`src/rtl/module_decodificador.sv`:
```
// Hamming(7,4) single-error-correcting decoder.
// One-cycle registered pipeline; results hold while valid_in is low.
module module_decodificador (
  input  logic       clk,
  input  logic       rst,
  input  logic       valid_in,
  input  logic [6:0] datos_cod,
  output logic       valid_out,
  output logic [3:0] datos_out,
  output logic [6:0] datos_corr,
  output logic [2:0] sindrome,
  output logic       error
);

  logic [2:0] syn;
  logic [6:0] corr;
  logic [3:0] dat;

  always_comb begin
    syn[0] = datos_cod[0] ^ datos_cod[2] ^ datos_cod[4] ^ datos_cod[6];
    syn[1] = datos_cod[1] ^ datos_cod[2] ^ datos_cod[5] ^ datos_cod[6];
    syn[2] = datos_cod[3] ^ datos_cod[4] ^ datos_cod[5] ^ datos_cod[6];
    corr   = datos_cod;
    // syndrome k points at Hamming position k, i.e. bit k-1
    for (int i = 0; i < 7; i++) begin
      if (syn == 3'(i + 1)) begin
        corr[i] = ~datos_cod[i];
      end
    end
    dat = {corr[6], corr[5], corr[4], corr[2]};
  end

  always_ff @(posedge clk) begin
    if (rst) begin
      valid_out  <= 1'b0;
      datos_out  <= '0;
      datos_corr <= '0;
      sindrome   <= '0;
      error      <= 1'b0;
    end else begin
      valid_out <= valid_in;
      if (valid_in) begin
        datos_out  <= dat;
        datos_corr <= corr;
        sindrome   <= syn;
        error      <= |syn;
      end
    end
  end

endmodule

```
`config.mk`:
```
export PLATFORM = sky130hd
export DESIGN_NAME = module_decodificador
export DESIGN_NICKNAME = d
export VERILOG_FILES = /design/src/rtl/module_decodificador.sv
export SDC_FILE = /design/constraint.sdc
export NUM_CORES = 1
export LEC_CHECK = 0
export CAP_MARGIN = 20
export CORE_MARGIN = 2
export CORE_UTILIZATION = 45
export DETAILED_ROUTE_END_ITERATION = 10
export PLACE_DENSITY = 0.76
export SETUP_SLACK_MARGIN = 0.3
export SYNTH_ARGS = -nofsm -noshare
export SYNTH_HDL_FRONTEND = slang
export SYNTH_SLANG_ARGS = --single-unit
```
`constraint.sdc`:
```
create_clock -name clk -period 4.45 [get_ports clk]
set_clock_uncertainty 0.15 [all_clocks]
set_input_delay 0.6675 -clock clk [delete_from_list [all_inputs] [get_ports clk]]
set_output_delay 0.6675 -clock clk [all_outputs]
set_load 0.02 [all_outputs]
```
Word level (Yosys, flattened, before mapping)
Cells that the tools add are included.

storage, ports and cells
  register bits after elaboration = 16
  input port bits = 10
  output and inout port bits = 16
  logic and storage cells = 36

cells by class
  multiplexer cells = 7
  equality and inequality tests = 7
  bitwise gates (word level) = 16
  reduce and logical (&&, ||, !) cells = 1

operators by type and width
  cell                number
  $eq 3x3->1 const B  4
  $xor 1x1->1         9
  $mux 1              7
  $not 1->1           7
  $eq 3x2->1 const B  2
  $eq 3x1->1 const B  1
  $reduce_or 3->1     1

Logic depth before layout (Yosys ltp)
Gate-level depths: netlist of the first run.

  word-level depth = 5
  depth in mapped cells = 5
  depth with buffers taken out = 4

Worst setup path after synthesis of the first run
OpenSTA, ideal clock, no wires.

  path type = input to register
  start point = in datos_cod[4]
  end point = reg datos_corr[0]
  required time = 4.197 ns
  cell stages on the path = 5
  path buffers = 1
  data arrival time = 1.929 ns
  library setup time = 0.103 ns
  path slack = 2.268 ns
  cell sequence = clkbuf_2 > xnor3_2 > xor2_2 > o21ai_0 > a2111oi_2

on the way
  cells in the longest elaborated chain, start to end = 5

ends and longest elaborated chain
  element                   RTL line  text
  start, declared           7         input logic [6:0] datos_cod,
  $xor 1x1->1 (3 in a row)  22        syn[2] = datos_cod[3] ^ datos_cod[4] ^ datos_cod[5] ^ datos_cod[6];
  $eq 3x1->1 (*)            26        if (syn == 3'(i + 1)) begin
  $mux 1 (*)                26
  end signal, assigned      44        datos_corr <= corr;
  end, declared             10        output logic [6:0] datos_corr,

Every way passes the cells marked *; elsewhere a longest branch is shown, timed or not.
A chain may end at the register's enable or synchronous reset.

Worst setup path after layout of the first run
  start point = in datos_cod[6]
  end point = reg datos_corr[3]

on the way
  cells in the longest elaborated chain, start to end = 3

ends and longest elaborated chain
  element                         RTL line
  $xor 1x1->1 (on tied branches)  20, 21, 22
  $eq 3x3->1 (*)                  26
  $mux 1 (*)                      26

Marked as above.

==> results.md, run 1 <==
* Status: completed
* Yosys reg bits at 12
* CP delay by family, top: buffers and inverters
* Postcts setup bufs at 0
* WP buf/inv at 1
* DRT Pass-1 Iters at 4
* Fmax at 0.375 GHz
* Post-Synthesis Cells at 97
* DIE AREA at 2220 sq um
* Crit end category: register
* Row cnt at 15
* Initial core utilization at 48.0%
* Ratio of cells with drive above 1 in the final layout at 13.8%
* Commonest non-fill, non-tap cell in the layout: clkdlybuf4s50_1
* Critical Path RT at 4.48 ns
* Power Density at 309 nW/um^2
* Total wire length at 1820 microns
* Syn avg cell area at 8.64 sq um
* Post-synth top area cell: dfxtp_1
* DRC viols at 0
* Fin util at 62.9%
* Die height at 47.2 microns
* Clk sinks at 12
* Slew Viols, Final at 0
* Boundary Pins at 26
* Post-synthesis cell type count at 25
* Chip width at 47.2 microns
* Initial antenna violation count at 0
* Detail Route Antenna Nets at 0
* Post-Syn Nets at 107
* Final period util at 59.9%
* Max_slew headroom at 42.0%
* Most frequent cells in the layout: clkdlybuf4s50_1, dfxtp_1, nor2_1
* Overflow after GRT at 0
* Total number of vias at 766
* Critical Path AT at 2.69 ns
* Clk slew on worst S/H paths at 0.08 ns
* Worst hold margin at 0.333 ns
* Crit path time final at 2.66 ns
* CTS Hold Buffers Added at 0
* Min-Delay Path Class: register to register
* Initial DRC Count at 19
* Largest net degree at the start of global routing at 30
* CTS resizes at 0
* Diode count at 0
* Mapped cell area at 838 sq um
* Vias in the first global route at 615
* Slowest-stage cell, CP: clkdlybuf4s50_1
* Vias per Instance at 5.43
* Unrepaired setup endpoints after global routing: no
* Final net count at 127
* Maximum buffer depth of the clock tree at 2
* H-tree levels at 1
* CTS tree: yes
* Worst Tran Pin Value at 0.868 ns
* VDD IR max at 0.212 mV
* Port-buffer cells at 25
* Max capacitance violation total at 0
* Crit-path cells: clkdlybuf4s50_1, xor2_1, nand3_1, a21o_1, a2111oi_2
* WL/cell at 12.9 microns
* Core area at 1750 sq um
* Critical path class: primary input to register
* Root Buffer: clkbuf_4
* Leak at 0.372 nW
* Seq/Total Area, Yosys at 28.7%
* CP Max Fanout at 8
* Clk Latency, worst-skew pair at 0.28 ns
* Synth area leaders: dfxtp_1, a2111oi_2, a211oi_1
* DP Wirelength at 1300 microns
* Area grow syn2layout at 31.0%
* Final setup fails at 0
* Worst setup SP type: primary input
* Num CTS Buffers at 3
* Post-synth top area share at 28.7%
* Final Hold Viols at 0
* First-pass GRT wire length at 2860 microns
* Synth Warn # at 0
* Fill count at 159
* GRT Util Overall at 17.9%
* Largest stage delay, worst path at 0.73 ns
* Fin Setup TNS at 0 ns
* Placer Congestion at 0.838
## cell usage after synthesis, drive strengths merged
| cell | n |
|---|---|
| a2111oi | 6 |
| a211oi | 8 |
| a21o | 3 |
| a21oi | 1 |
| a311oi | 3 |
| and2b | 1 |
| buf | 6 |
| clkbuf | 4 |
| dfxtp | 12 |
| nand2 | 10 |
| nand3 | 9 |
| nor2 | 11 |
| nor2b | 6 |
| nor3 | 4 |
| o21ai | 4 |
| xnor2 | 4 |
| xnor3 | 1 |
| xor2 | 4 |
## final cells by class
cell class | instances | area (sq um) | share of cell area, %
Multi-Input combinational cell | 75 | 541 | 49.2
Sequential cell | 12 | 240 | 21.9
Clock buffer | 4 | 36.3 | 3.30
Tap cell | 25 | 31.3 | 2.85
Timing Repair Buffer | 25 | 250 | 22.8
## power by group
part           switching, mW  total [mW]  internal, mW
clock                 0.0388      0.0886        0.0498
sequential           0.00484       0.122         0.117
combinational         0.0724       0.129        0.0568
total                  0.116       0.339         0.223
## flip-flops by register name, indices dropped and copies added, names as in the netlist
name and cells:
valid_out 1, error 1, datos_corr 3, sindrome 3, datos_out 4
## cell families (layout without fill, tap and decap cells)
logic type                Yosys count  after routing  share of synthesized area (%)
DFF                                12             12                           28.7
and+or+nand+nor                    41             41                           23.3
AOI/OAI and AO/OA                  25             25                           26.9
xor gates and xnor gates            9              9                           14.3
buffers and inverters              10             29                           6.87
## final timing paths
kind / slack (ns) / start / end / cells past startpoint
setup / recovery: 1.79 / datos_cod[6] / datos_corr[3]$_SDFFE_PP0P_ / 5
hold / removal: 0.33 / sindrome[1]$_SDFFE_PP0P_ / sindrome[1]$_SDFFE_PP0P_ / 2
hold reg to reg: 0.33 / sindrome[1]$_SDFFE_PP0P_ / sindrome[1]$_SDFFE_PP0P_ / 2
setup reg to reg: 3.50 / datos_corr[0]$_SDFFE_PP0P_ / datos_corr[0]$_SDFFE_PP0P_ / 2
## tightest hold or removal path: cells and delay by family (launching register included)
family          cells  cell delay [ns]
flops               1             0.31
simple gates        1             0.08
compound gates      1             0.05
## layer usage
metal | global-route usage, % | up-vias | wire, microns
met1 | 26.5 | 357 | 860
met3 | 2.31 | 4 | 77
met5 | 0 | - | 0
li1 | - | 386 | -
met2 | 26.3 | 19 | 854
met4 | 6.67 | 0 | 27
## metrics by stage
step	worst slack, ns	cell area [sq um]	std cells	total power [mW]
5_1_grt	1.64	1100	141	0.357
2_1_floorplan	2.27	838	97	0.211
3_5_place_dp	1.52	1060	137	0.253
6_report	1.79	1100	141	0.339
4_1_cts	1.81	1100	141	0.340
3_3_place_gp	1.56	1060	137	0.250
(Power assumes the default switching activity.)
==> inputs of run 2 (changes only) <==
- clock period: 4.45 -> 2.46 ns (I/O delays scaled with it)
==> run 2 against run 1 <==
  * Routed wire length increased by 12%
  * Die area unchanged
  * Combinational power increased by 100%
  * Total power increased by 92%
  * Critical path type unchanged
  * Largest power group unchanged
  * Highest routed layer unchanged
==> results.md, run 2 (synthesis gave the netlist of run 1 again) <==
* Status: completed
* Overflow after GRT at 0
* Total number of vias at 808
* Boundary Pins at 26
* Worst setup SP type: primary input
* Max_slew headroom at 58.6%
* Fmax at 0.491 GHz
* Final setup fails at 0
* Root Buffer: clkbuf_4
* Slew Viols, Final at 0
* Port-buffer cells at 25
* Initial antenna violation count at 0
* Total wire length at 2040 microns
* DIE AREA at 2220 sq um
* CTS tree: yes
* Row cnt at 15
* Power Density at 543 nW/um^2
* Core area at 1750 sq um
* Clk sinks at 12
* Clock share of power at 25.9%
* Maximum buffer depth of the clock tree at 2
* Detail Route Antenna Nets at 0
* DP Wirelength at 1540 microns
* Flop2flop setup slack at 1.45 ns
* Crit-path cells: clkdlybuf4s50_1, xnor3_2, xor2_4, o21ai_0, a2111oi_2
* Switching pwr at 0.227 mW
* Logic pwr share at 40.2%
* Clk slew on worst S/H paths at 0.10 ns
* Unrepaired setup endpoints after global routing: no
* Largest stage delay, worst path at 0.50 ns
* Final net count at 137
* Initial core utilization at 48.0%
* Most frequent cells in the layout: clkdlybuf4s50_1, dfxtp_1, nor2_1
* Critical path class: primary input to register
* Area grow syn2layout at 43.0%
* First-pass GRT wire length at 3150 microns
* Final period util at 82.8%
* Critical Path AT at 2.08 ns
* Reg power frac at 33.9%
* DRT Pass-1 Iters at 5
* Top Registers: datos_out: 4 flops, datos_corr: 3 flops, sindrome: 3 flops
* Largest net degree at the start of global routing at 21
* Vias in the first global route at 742
* Final Hold Viols at 0
* WP buf/inv at 1
* CP Max Fanout at 7
* Vias per Instance at 5.35
* GRT Util Overall at 20.5%
* Critical Path RT at 2.50 ns
* Crit path time final at 2.04 ns
* Ratio of cells with drive above 1 in the final layout at 22.2%
* Clk Latency, worst-skew pair at 0.28 ns
* VDD IR max at 0.319 mV
* Chip width at 47.2 microns
* CTS Hold Buffers Added at 0
* Placer Congestion at 0.836
* Diode count at 0
* Min-Delay Path Class: register to register
* Fin Setup TNS at 0 ns
* H-tree levels at 1
* Slowest-stage cell, CP: clkdlybuf4s50_1
* Worst Tran Pin Value at 0.620 ns
* Biggest register: datos_out
* Initial DRC Count at 32
* Commonest non-fill, non-tap cell in the layout: clkdlybuf4s50_1
* WL/cell at 13.5 microns
* Fin util at 68.7%
* Crit end category: register
* Num CTS Buffers at 3
* Pint at 0.424 mW
* Die height at 47.2 microns
* Number of flip-flops in the largest register at 4
* Max capacitance violation total at 0
* Sw Ratio at 34.8%
* DRC viols at 0
* CP delay by family, top: XOR/XNOR gates
* Leak at 0.433 nW
## run 2: final cells by class
type                       instances  area [sq um]
multi-input combinational         75           563
fill                             162           547
sequential                        12           240
tap                               25          31.3
timing repair buffer              35           328
clock buffer                       4          36.3
## run 2: path summary, 6_finish.rpt
check,start,endpoint,depth (start not counted)
worst max-delay path,datos_cod[4],datos_corr[0]$_SDFFE_PP0P_,5
worst min-delay path,sindrome[1]$_SDFFE_PP0P_,sindrome[1]$_SDFFE_PP0P_,2
worst max register to register,datos_out[1]$_SDFFE_PP0P_,datos_out[1]$_SDFFE_PP0P_,2
worst min register to register,sindrome[1]$_SDFFE_PP0P_,sindrome[1]$_SDFFE_PP0P_,2
## run 2: worst register-to-register path: stages (launching register included)
cell and delay [ns]:
dfxtp_1 0.36, nor2_1 0.06, a2111oi_2 0.34
## run 2: what timing repair did
action                     in CTS  in global routing
hold endpoints to repair        0                  0
buffers inserted                0                  0
setup endpoints to repair       0                  7
gates resized for setup         0                  4
## run 2: per-layer routing
layer,vias up,track usage [%],part of all wire (%)
met5,-,0,0
met2,29,35.3,51
met4,0,8.33,1.3
met1,368,25.1,43
met3,4,3.46,5.0
li1,407,-,-
## run 2: stage by stage
stage | hold slack (ns) | std cells | cell area [sq um] | worst slack (ns) | total power [mW]
CTS | 0.343 | 151 | 1170 | 0.320 | 0.642
global route | 0.370 | 151 | 1200 | 0.299 | 0.679
detailed placement | 0.328 | 147 | 1140 | 0.0259 | 0.478
global placement | 0.325 | 147 | 1140 | 0.0600 | 0.473
floorplan | 0.288 | 97 | 838 | 0.577 | 0.382
finish | 0.336 | 151 | 1200 | 0.423 | 0.651
## run 2: power groups by stage
stage,clock network [mW],registers (mW),logic (mW)
detailed placement,0,0.226,0.252
finish,0.169,0.221,0.262
global placement,0,0.225,0.248
global route,0.173,0.223,0.283
CTS,0.167,0.221,0.254
floorplan,0,0.246,0.136
==> inputs of run 3 (changes only) <==
- clock period: 2.46 -> 1.9 ns (I/O delays scaled with it)
==> run 3 against run 2 <==
  * Utilization rose by 18 points
  * Setup slack got worse by 0.22 ns
  * Total power rose by 49%
  * Combinational power rose by 79%
  * Register-to-register slack got worse by 0.59 ns
  * Critical path depth rose by 1
  * Critical endpoint is now datos_out[1]$_SDFFE_PP0P_
  * Highest routed layer unchanged
==> results.md, run 3 (synthesis gave the netlist of run 1 again) <==
* GRT Util Overall at 25.5%
* VDD IR max at 0.417 mV
* Fill count at 97
* Diode count at 0
* Final setup margin at 0.207 ns
* Top Registers: datos_out: 4 flops, datos_corr: 3 flops, sindrome: 3 flops
* Hold Path Depth at 3
* Final setup fails at 0
* CTS tree: yes
* Worst slack, placed at -0.526 ns
* Biggest register: datos_out
* Leak at 0.614 nW
* Worst R2R Start: datos_out[1]$_SDFFE_PP0P_
* Final Hold Viols at 0
* Row cnt at 15
* DRC viols at 0
* Final net count at 152
* Total number of vias at 977
* Clk sinks at 12
* Chip width at 47.2 microns
* Worst Tran Pin Value at 0.401 ns
* Worst R2R End: datos_out[1]$_SDFFE_PP0P_
* Area occupied by multi-input gates at 746 sq um
* DIE AREA at 2220 sq um
* DRT Pass-1 Iters at 4
* Critical Path AT at 1.72 ns
* Initial core utilization at 48.0%
* Fin Setup TNS at 0 ns
* Area after DPL at 1260 sq um
* First-pass GRT wire length at 3950 microns
* Worst setup SP type: primary input
* Unrepaired setup endpoints after global routing: yes
* Hold Startpoint: datos_cod[5]
* Slew Viols, Final at 0
* Boundary Pins at 26
* Total placed cells including tap cells at 152
* Ratio of cells with drive above 1 in the final layout at 44.7%
* Num CTS Buffers at 3
* Max capacitance violation total at 0
* Finished Cell Area at 1520 sq um
* Core area at 1750 sq um
* Crit path time final at 1.69 ns
* Clk slew on worst S/H paths at 0.09 ns
* Critical Path RT at 1.93 ns
* Detail Route Antenna Nets at 0
* Reg2reg path depth at 2
* Power Density at 642 nW/um^2
* Endpoint of the worst hold path: datos_out[2]$_SDFFE_PP0P_
* Initial DRC Count at 42
* Vias per Instance at 5.89
* Area grow syn2layout at 80.7%
* Crit end category: register
* Final Non-Filler Cells at 166
* Pwr Total at 0.972 mW
* Maximum buffer depth of the clock tree at 2
* Max_slew headroom at 73.1%
* Final period util at 89.1%
* Fmax at 0.591 GHz
* Reg area at 240 sq um
* Worst hold margin at 0.301 ns
* CTS Hold Buffers Added at 0
* Largest net degree at the start of global routing at 30
* Initial antenna violation count at 0
* H-tree levels at 1
* DP Wirelength at 1500 microns
* Clk Latency, worst-skew pair at 0.28 ns
* Number of flip-flops in the largest register at 4
* Critical path class: primary input to register
* Most frequent cells in the layout: dlygate4sd2_1, buf_4, dfxtp_1
* Total wire length at 3110 microns
* Placer Congestion at 0.884
* Overflow after GRT at 0
* WL/cell at 18.7 microns
* Min-Delay Path Class: primary input to register
* Port-buffer cells at 25
* CP Launch Point: datos_cod[4]
* Flop2flop setup slack at 0.86 ns
* Status: completed
* Root Buffer: clkbuf_4
* CP Max Fanout at 7
* Die height at 47.2 microns
* Vias in the first global route at 850
* Fin util at 86.8%
-- run 3: cell count changes in the layout (fill, tap and decap cells not counted), sizes merged --
cell / change
clkdlybuf4s50: -22
buf: +18
dlygate4sd2: +18
clkbuf: +1
clkdlybuf4s15: +1
dlymetal6s2s: -1
-- run 3: final cells by class --
cell class	count	share of cell area, %
clock buffers	4	2.39
well taps	25	2.06
repair buffers	50	30.5
multi-input cells	75	49.2
flip-flops and latches	12	15.9
-- run 3: how the worst max path moves through the flow --
| stage | to |
|---|---|
| 3_3_place_gp | datos_out[1]$_SDFFE_PP0P_ |
| 5_1_grt | datos_out[1]$_SDFFE_PP0P_ |
| 4_1_cts | datos_out[2]$_SDFFE_PP0P_ |
| 3_5_place_dp | datos_corr[0]$_SDFFE_PP0P_ |
| 2_1_floorplan | datos_out[0]$_SDFFE_PP0P_ |
| 6_report | datos_out[1]$_SDFFE_PP0P_ |
-- run 3: what timing repair did --
item                       in CTS  in global routing
setup buffers                   6                  4
setup endpoints to repair      26                  7
pin swaps                      13                  6
gates resized for setup        55                 13
-- run 3: worst max-delay path, cell delays in order --
cell and delay, ns:
buf_6 0.08, xnor3_2 0.49, buf_12 0.17, xor2_4 0.22, a211oi_1 0.10, a2111oi_2 0.36
-- run 3: where the power goes --
part / switching (mW) / leakage [nW] / internal [mW] / total [mW]
Sequential: 0.0131 / 0.0999 / 0.274 / 0.287
Clock: 0.100 / 0.0210 / 0.117 / 0.217
Combinational: 0.252 / 0.493 / 0.216 / 0.468
-- run 3: metal layers --
layer | GRT usage [%] | routed length, microns | up-vias | share of wire (%)
met3 | 4.23 | 138 | 16 | 4.4
met2 | 42.2 | 1630 | 54 | 52
met1 | 31.9 | 1190 | 470 | 38
met5 | 0 | 0 | - | 0
li1 | - | - | 437 | -
met4 | 12.8 | 144 | 0 | 4.6
